==> config.mk <==
export PLATFORM = sky130hd
export DESIGN_NAME = serial_addsub_flat
export DESIGN_NICKNAME = d
export VERILOG_FILES = /design/src/rtl/serial_addsub_if.sv /design/src/rtl/serial_addsub.sv /design/src/flat_wrapper.sv
export SDC_FILE = /design/constraint.sdc
export NUM_CORES = 1
export LEC_CHECK = 0
export ABC_AREA = 1
export BUFFER_PORTS_ARGS = -buffer_cell sky130_fd_sc_hd__buf_4
export CAP_MARGIN = 20
export CORE_MARGIN = 2
export CORE_UTILIZATION = 46
export CTS_BUF_LIST = sky130_fd_sc_hd__clkbuf_2
export DETAILED_ROUTE_END_ITERATION = 16
export PLACE_DENSITY = 0.67
export RECOVER_POWER = 50
export SYNTH_ARGS = -nofsm -noshare
export SYNTH_HDL_FRONTEND = slang
export SYNTH_SLANG_ARGS = --single-unit
==> constraint.sdc <==
create_clock -name clk -period 3.49 [get_ports clk]
set_clock_uncertainty 0.1 [all_clocks]
set_input_delay 0.1745 -clock clk [delete_from_list [all_inputs] [get_ports clk]]
set_output_delay 0.1745 -clock clk [all_outputs]
set_load 0.02 [all_outputs]
==> src/rtl/serial_addsub_if.sv <==
// Request/result handshake bundle for serial_addsub: operand request channel
// (in_valid/in_ready) and result channel (out_valid/out_ready).
interface serial_addsub_if #(
    parameter int WIDTH = 16
);
    logic             in_valid;
    logic             in_ready;
    logic [WIDTH-1:0] a;
    logic [WIDTH-1:0] b;
    logic             sub;
    logic             out_valid;
    logic             out_ready;
    logic [WIDTH-1:0] r;
    logic             c_out;
    logic             ovf;

    modport master (
        output in_valid, a, b, sub, out_ready,
        input  in_ready, out_valid, r, c_out, ovf
    );

    modport slave (
        input  in_valid, a, b, sub, out_ready,
        output in_ready, out_valid, r, c_out, ovf
    );
endinterface

==> src/rtl/serial_addsub.sv <==
// Digit-serial two's-complement adder/subtractor, DIGIT bits per clock, LSB first.
// Define ADDSUB_SAT_EN to saturate r to the signed limit on overflow.
module serial_addsub #(
    parameter int WIDTH = 16,
    parameter int DIGIT = 4
) (
    input  logic           clk,
    input  logic           rst,
    serial_addsub_if.slave bus
);
    localparam int N  = WIDTH / DIGIT;
    localparam int CW = (N > 1) ? $clog2(N) : 1;

    typedef enum logic [1:0] {IDLE, RUN, DONE} state_t;

    state_t           state_reg, state_next;
    logic [WIDTH-1:0] a_reg, a_next;
    logic [WIDTH-1:0] b_reg, b_next;
    logic             carry_reg, carry_next;
    logic [CW-1:0]    cnt_reg, cnt_next;
    logic             sign_a_reg, sign_a_next;
    logic             sign_b_reg, sign_b_next;
    logic [WIDTH-1:0] r_reg, r_next;
    logic             c_out_reg, c_out_next;
    logic             ovf_reg, ovf_next;

    logic [DIGIT:0]   chain;
    logic [DIGIT-1:0] dsum;
    logic [WIDTH-1:0] res_shift;
    logic             last_digit;
    logic             ovf_calc;

    // One DIGIT-wide ripple chain fed by the carry registered from the previous digit.
    assign chain[0] = carry_reg;
    generate
        for (genvar gi = 0; gi < DIGIT; gi++) begin : g_fa
            assign dsum[gi]      = a_reg[gi] ^ b_reg[gi] ^ chain[gi];
            assign chain[gi + 1] = (a_reg[gi] & b_reg[gi]) | (chain[gi] & (a_reg[gi] ^ b_reg[gi]));
        end
    endgenerate

    // Result shift register holds the N-1 completed digits; the current digit enters at the top.
    generate
        if (N > 1) begin : g_res
            logic [WIDTH-DIGIT-1:0] res_reg;
            always_ff @(posedge clk or posedge rst) begin
                if (rst) begin
                    res_reg <= '0;
                end else if (state_reg == RUN) begin
                    res_reg <= res_shift[WIDTH-1:DIGIT];
                end
            end
            assign res_shift = {dsum, res_reg};
        end else begin : g_res_single
            assign res_shift = dsum;
        end
    endgenerate

    assign last_digit = (cnt_reg == CW'(N - 1));
    assign ovf_calc   = (sign_a_reg == sign_b_reg) && (dsum[DIGIT-1] != sign_a_reg);

    always_comb begin
        state_next  = state_reg;
        a_next      = a_reg;
        b_next      = b_reg;
        carry_next  = carry_reg;
        cnt_next    = cnt_reg;
        sign_a_next = sign_a_reg;
        sign_b_next = sign_b_reg;
        r_next      = r_reg;
        c_out_next  = c_out_reg;
        ovf_next    = ovf_reg;
        case (state_reg)
            IDLE: begin
                if (bus.in_valid) begin
                    a_next      = bus.a;
                    b_next      = bus.sub ? ~bus.b : bus.b;
                    sign_a_next = bus.a[WIDTH-1];
                    sign_b_next = bus.sub ? ~bus.b[WIDTH-1] : bus.b[WIDTH-1];
                    carry_next  = bus.sub;
                    cnt_next    = '0;
                    state_next  = RUN;
                end
            end
            RUN: begin
                a_next     = a_reg >> DIGIT;
                b_next     = b_reg >> DIGIT;
                carry_next = chain[DIGIT];
                cnt_next   = cnt_reg + 1'b1;
                if (last_digit) begin
                    state_next = DONE;
                    c_out_next = chain[DIGIT];
                    ovf_next   = ovf_calc;
`ifdef ADDSUB_SAT_EN
                    if (ovf_calc) begin
                        r_next = sign_a_reg ? {1'b1, {(WIDTH-1){1'b0}}}
                                            : {1'b0, {(WIDTH-1){1'b1}}};
                    end else begin
                        r_next = res_shift;
                    end
`else
                    r_next = res_shift;
`endif
                end
            end
            DONE: begin
                if (bus.out_ready) begin
                    state_next = IDLE;
                end
            end
            default: state_next = IDLE;
        endcase
    end

    always_ff @(posedge clk or posedge rst) begin
        if (rst) begin
            state_reg  <= IDLE;
            a_reg      <= '0;
            b_reg      <= '0;
            carry_reg  <= 1'b0;
            cnt_reg    <= '0;
            sign_a_reg <= 1'b0;
            sign_b_reg <= 1'b0;
            r_reg      <= '0;
            c_out_reg  <= 1'b0;
            ovf_reg    <= 1'b0;
        end else begin
            state_reg  <= state_next;
            a_reg      <= a_next;
            b_reg      <= b_next;
            carry_reg  <= carry_next;
            cnt_reg    <= cnt_next;
            sign_a_reg <= sign_a_next;
            sign_b_reg <= sign_b_next;
            r_reg      <= r_next;
            c_out_reg  <= c_out_next;
            ovf_reg    <= ovf_next;
        end
    end

    // Handshake outputs depend on state only.
    assign bus.in_ready  = (state_reg == IDLE);
    assign bus.out_valid = (state_reg == DONE);
    assign bus.r         = r_reg;
    assign bus.c_out     = c_out_reg;
    assign bus.ovf       = ovf_reg;
endmodule
==> src/flat_wrapper.sv <==
// flat-port wrapper written by rule: the top's interface ports become plain ports
module serial_addsub_flat 
#(
    parameter int WIDTH = 16,
    parameter int DIGIT = 4
)
  (clk, rst, bus_in_valid, bus_a, bus_b, bus_sub, bus_out_ready, bus_in_ready, bus_out_valid, bus_r, bus_c_out, bus_ovf);
  serial_addsub_if #(.WIDTH(WIDTH)) bus_i ();
  input  logic clk;
  input  logic rst;
  input wire logic [$bits(bus_i.in_valid)-1:0] bus_in_valid;
  input wire logic [$bits(bus_i.a)-1:0] bus_a;
  input wire logic [$bits(bus_i.b)-1:0] bus_b;
  input wire logic [$bits(bus_i.sub)-1:0] bus_sub;
  input wire logic [$bits(bus_i.out_ready)-1:0] bus_out_ready;
  output wire logic [$bits(bus_i.in_ready)-1:0] bus_in_ready;
  output wire logic [$bits(bus_i.out_valid)-1:0] bus_out_valid;
  output wire logic [$bits(bus_i.r)-1:0] bus_r;
  output wire logic [$bits(bus_i.c_out)-1:0] bus_c_out;
  output wire logic [$bits(bus_i.ovf)-1:0] bus_ovf;
  assign bus_i.in_valid = bus_in_valid;
  assign bus_i.a = bus_a;
  assign bus_i.b = bus_b;
  assign bus_i.sub = bus_sub;
  assign bus_i.out_ready = bus_out_ready;
  assign bus_in_ready = bus_i.in_ready;
  assign bus_out_valid = bus_i.out_valid;
  assign bus_r = bus_i.r;
  assign bus_c_out = bus_i.c_out;
  assign bus_ovf = bus_i.ovf;
  serial_addsub #(.WIDTH(WIDTH), .DIGIT(DIGIT)) u_core (.clk(clk), .rst(rst), .bus(bus_i));
endmodule
Word-level counts from Yosys, hierarchy flattened
Index checks and enable logic that the tools add are counted.
{"block": "word_totals", "regBits": 69, "inputBits": 37, "output_inout_bits": 20}
{"block": "op_classes", "addsub": 1, "eq_ne": 8, "mux": 14, "bitwise": 22, "reduce_logical": 7}
{"op": "$pmux 16 s2", "n": 2}
{"op": "$mux 16", "n": 3}
{"op": "$not 16->16", "n": 1}
{"op": "$and 1x1->1", "n": 8}
{"op": "$mux 2", "n": 4}
{"op": "$xor 1x1->1", "n": 8}
{"op": "$pmux 2 s3", "n": 1}
{"op": "$reduce_and 2->1", "n": 3}
{"op": "$eq 2x2->1 const B", "n": 2}
{"op": "$ne 2x2->1 const B", "n": 2}
{"op": "$or 1x1->1", "n": 4}
{"op": "$pmux 2 s2", "n": 1}
{"op": "$reduce_and 3->1", "n": 1}
{"op": "$add 2x1->2 const B", "n": 1}
{"op": "$eq 2x1->1 const B", "n": 1}
{"op": "$logic_not 2->1", "n": 1}
{"op": "$mux 1", "n": 2}
{"op": "$ne 2x1->1 const B", "n": 1}
{"op": "$pmux 1 s2", "n": 1}
{"op": "$reduce_bool 2->1", "n": 1}
{"op": "$eq 1x1->1", "n": 1}
{"op": "$logic_and 1x1->1", "n": 1}
{"op": "$ne 1x1->1", "n": 1}
{"op": "$not 1->1", "n": 1}

Logic depth before layout (Yosys ltp)
{"block": "depth", "ltp_word": 10, "ltp_mapped": 12, "ltp_nobuf": 12}

Least setup slack after synthesis
No wires, ideal clock.
{"block": "synth_timing", "path_kind": "reg-to-reg", "startpoint": "register u_core.carry_reg", "endpoint": "register u_core.ovf_reg (netlist: u_core.bus.ovf)", "setup_ns": 0.065, "t_arrival_ns": 2.178, "required_time_ns": 3.325, "slack_ns": 1.147, "path_stages_with_launch": 11, "n_path_buf": 0, "synth_period_minus_slack_ns": 2.343, "cell_sequence": "dfrtp_1 > fa_1 > inv_1 > fa_1 > inv_1 > fa_1 > inv_1 > fa_1 > o21bai_1 > nand3_1 > nand2_1"}
{"block": "synth_via", "elab_chain_len": 9}
{"element": "from (decl)", "line_no": "serial_addsub.sv:19", "text": "logic carry_reg, carry_next;"}
{"element": "from (signal assigned)", "line_no": "serial_addsub.sv:131", "text": "carry_reg <= carry_next;"}
{"element": "$and 1x1->1", "line_no": "serial_addsub.sv:38", "text": "assign chain[gi + 1] = (a_reg[gi] & b_reg[gi]) | (chain[gi] & (a_reg[gi] ^ b_reg[gi]));"}
{"element": "$or 1x1->1", "line_no": "serial_addsub.sv:38"}
{"element": "$and 1x1->1", "line_no": "serial_addsub.sv:38"}
{"element": "$or 1x1->1", "line_no": "serial_addsub.sv:38"}
{"element": "$and 1x1->1", "line_no": "serial_addsub.sv:38"}
{"element": "$or 1x1->1", "line_no": "serial_addsub.sv:38"}
{"element": "$xor 1x1->1", "line_no": "serial_addsub.sv:37", "text": "assign dsum[gi] = a_reg[gi] ^ b_reg[gi] ^ chain[gi];"}
{"element": "$ne 1x1->1", "line_no": "serial_addsub.sv:60", "text": "assign ovf_calc = (sign_a_reg == sign_b_reg) && (dsum[DIGIT-1] != sign_a_reg);"}
{"element": "$logic_and 1x1->1", "line_no": "serial_addsub.sv:60"}
{"element": "to (signal assigned)", "line_no": "serial_addsub.sv:137", "text": "ovf_reg <= ovf_next;"}
{"element": "to (decl)", "line_no": "serial_addsub.sv:25", "text": "logic ovf_reg, ovf_next;"}
Every way passes these cells.
A chain may end at the register's enable or synchronous reset.

Final worst setup path
{"block": "layout_timing", "startpoint": "register u_core.state_reg[0]", "endpoint": "register u_core.a_reg[14]"}
{"block": "layout_via", "elab_chain_len": 3, "word_cells_on_any_way": 6, "classes_between": "eq/ne (2); mux (1); reduce/logical (3)"}
{"element": "from (decl)", "line_no": "serial_addsub.sv:16", "text": "state_t state_reg, state_next;"}
{"element": "from (signal assigned)", "line_no": "serial_addsub.sv:128", "text": "state_reg <= state_next;"}
{"element": "$eq 2x1->1 or $logic_not 2->1 (tied branches)", "line_no": "serial_addsub.sv:73", "text": "case (state_reg)"}
{"element": "$reduce_bool 2->1 (no source line) or $ne 2x2->1 (tied branches)"}
{"element": "$reduce_and 2->1 (no source line)"}
{"element": "to (signal assigned)", "line_no": "serial_addsub.sv:129", "text": "a_reg <= a_next;"}
{"element": "to (decl)", "line_no": "serial_addsub.sv:17", "text": "logic [WIDTH-1:0] a_reg, a_next;"}
Parallel ways exist; a longest one is shown, timed or not.

==> results_dict.tcl <==
set metrics [dict create \
    grt_max_degree 51 \
    muxShareOfSynthArea 0 \
    critPathKind "register to register" \
    synth_xor_area_frac 0.00523 \
    die-area_mm2 0.00797 \
    finalSetupTns_ps 0 \
    setup.worst_path.end_class "register" \
    setup_viol 0 \
    die_h_um 89.3 \
    grt_pass1_wl_mm 12.4 \
    cts_setup_buffers 0 \
    ys_ff_latch 69 \
    drive_gt1_frac 0.146 \
    finalHoldViolCount 0 \
    finalCritPeriodShare 0.767 \
    num_io_pins 57 \
    synthSimpleGateAreaFrac 0.292 \
    hold_class "input pin to register" \
    leakagePower_nw 2.30 \
    layout_commonest_cell "nand2_1" \
    drt_iter0_drc 143 \
    io_buffers 56 \
    hpwl_mm 4.61 \
    clk_path_buf_depth 2 \
    grtUsageTotal 0.202 \
    r2r_setup_slack_ps 810 \
    grt_overflow 0 \
    synthesis.area_mm2 0.00335 \
    die_w_um 89.3 \
    worstPathArrival_ps 3010 \
    avgSynthCellArea_um2 8.10 \
    synth_cell_types 21 \
    cts_tree "yes" \
    yosys.area.top_type "dfrtp_1" \
    maxSlewViolCount 0 \
    ys_warn_count 0 \
    drt-wirelength-per-cell_um 11.7 \
    cts_buffers 9 \
    rr_endpoint "u_core.a_reg[14]" \
    cp-endpoint "u_core.a_reg[14]" \
    place_ws_ps 1020 \
    clkTransAtPathRegs_ps 170 \
    area_delta_synth_final_pct 28.4 \
    dr.pass1.iters 5 \
    htree_levels 3 \
    drc 0 \
    grt_pass1_vias 2792 \
    ir_worst_vdd_mv 0.452 \
    max_freq_mhz 374 \
    antenna_left 0 \
    critPathLaunch "u_core.state_reg[0]" \
    setup_ws_ps 814 \
    syn_nets 455 \
    reg2reg_depth 7 \
    power_mw 3.21 \
    start_util 0.469 \
    row_count 31 \
    clock_latency_ps 490 \
    synth_compound_area_frac 0.0703 \
    path_max_fanout 19 \
    layout_common_cells "211 x nand2_1, 69 x dfrtp_1, 53 x dlygate4sd3_1" \
    globalplace.congestion 0.749 \
    diodes 0 \
    root_buffer "clkbuf_2" \
    timing.rr.start "u_core.state_reg[0]" \
    final_nets 558 \
    status "finished clean" \
    worst_pin_slew_ps 1240 \
    clock-sinks 69 \
    vias_per_cell 4.67 \
    slew_headroom 0.176 \
    fp.coreArea_mm2 0.00714 \
    max_cap_violations 0 \
    synth_top_cell_area_share 0.516 \
    cp-start-kind "register" \
    drt_wl_total_mm 7.26 \
    grt_setup_unrepaired "no" \
    synthCells 413 \
    worstPathRequired_ps 3820 \
    holdWs_ps 46.1 \
    vias 2891 \
    antenna_found_initial 0 \
    cts_resized 0 \
    synth_top_family_by_area "simple AND/OR/NAND/NOR gates" \
    ys_seq_area_frac 0.516 \
    synth_fa_ha_area_frac 0.0277 \
    p_per_area_mw_per_mm2 746 \
    synth_area_leaders "dfrtp_1 52%, nand2_1 24%, inv_1 4.1%, nand3_1 3.9%, o21ai_2 3.4%" \
    min_period_ps 2680 \
]
[power breakdown]
| group | switching [mW] | internal [mW] |
|---|---|---|
| logic | 0.931 | 0.558 |
| clock network | 0.265 | 0.0826 |
| registers | 0.231 | 1.14 |
| total | 1.43 | 1.78 |
[synthesized netlist by cell type]
cell type and number:
nand2_2 2, nor2_4 3, nor2_1 2, o21ai_4 1, nand2_1 211, o21bai_1 1
dfrtp_1 69, buf_6 6, fa_1 4, xor2_1 2, inv_2 2, inv_4 1
o21ai_0 18, o31ai_1 1, o21ai_2 13, buf_2 6, inv_1 37, clkbuf_1 1
nand3_1 26, buf_4 6, ha_1 1
[logic make-up after synthesis]
kind of cell / count (synthesis)
adder cells (fa/ha/maj): 5
AO/OA/AOI/OAI: 34
XOR/XNOR: 2
flip-flops: 69
AND/OR/NAND/NOR: 244
buffers and inverters: 59
[worst min-delay path by stage]
| stage | start | to | slack (ps) | depth (start not counted) |
|---|---|---|---|---|
| floorplan | bus_out_ready | u_core.state_reg[1] | 170 | 1 |
| global placement | rst | u_core.b_reg[15] | 100 | 2 |
| detailed placement | rst | u_core.b_reg[15] | 100 | 2 |
| CTS | bus_sub | u_core.b_reg[12] | 0.4 | 4 |
| global route | bus_sub | u_core.b_reg[12] | 20 | 4 |
| finish | bus_sub | u_core.b_reg[12] | 50 | 4 |
[cell type report]
type / instances / area [µm²]
Sequential cell: 69 / 1730
Multi-Input combinational cell: 285 / 1320
Clock inverter: 6 / 31.3
Tap cell: 99 / 124
Timing Repair Buffer: 111 / 896
Fill cell: 670 / 2840
Inverter: 40 / 153
Clock buffer: 9 / 45.0
[critical path, cell delays in order (launching register included)]
cell and delay (ps):
dfrtp_1 670, inv_2 190, nand2_1 100, nor2_4 320, nand2_1 90, dlygate4sd3_1 570, nand2_1 60, dlygate4sd3_1 540
[through the flow]
stage / cells / util / instance area (µm²)
6_report: 619 / 0.602 / 4300
5_1_grt: 619 / 0.602 / 4300
4_1_cts: 619 / 0.612 / 4370
3_5_place_dp: 551 / 0.527 / 3760
3_3_place_gp: 551 / 0.527 / 3760
2_1_floorplan: 413 / - / 3350
[layer usage]
metal	track usage	part of all wire
met1	0.257	0.45
met2	0.340	0.49
met3	0.0563	0.045
met4	0.0556	0.014
met5	0	0
[what timing repair did]
action / in CTS / in global routing
setup endpoints to repair: 0 / 0
hold buffers: 53 / 0
hold endpoints to repair: 54 / 0
Note: power is estimated with default switching activity, not from simulation.
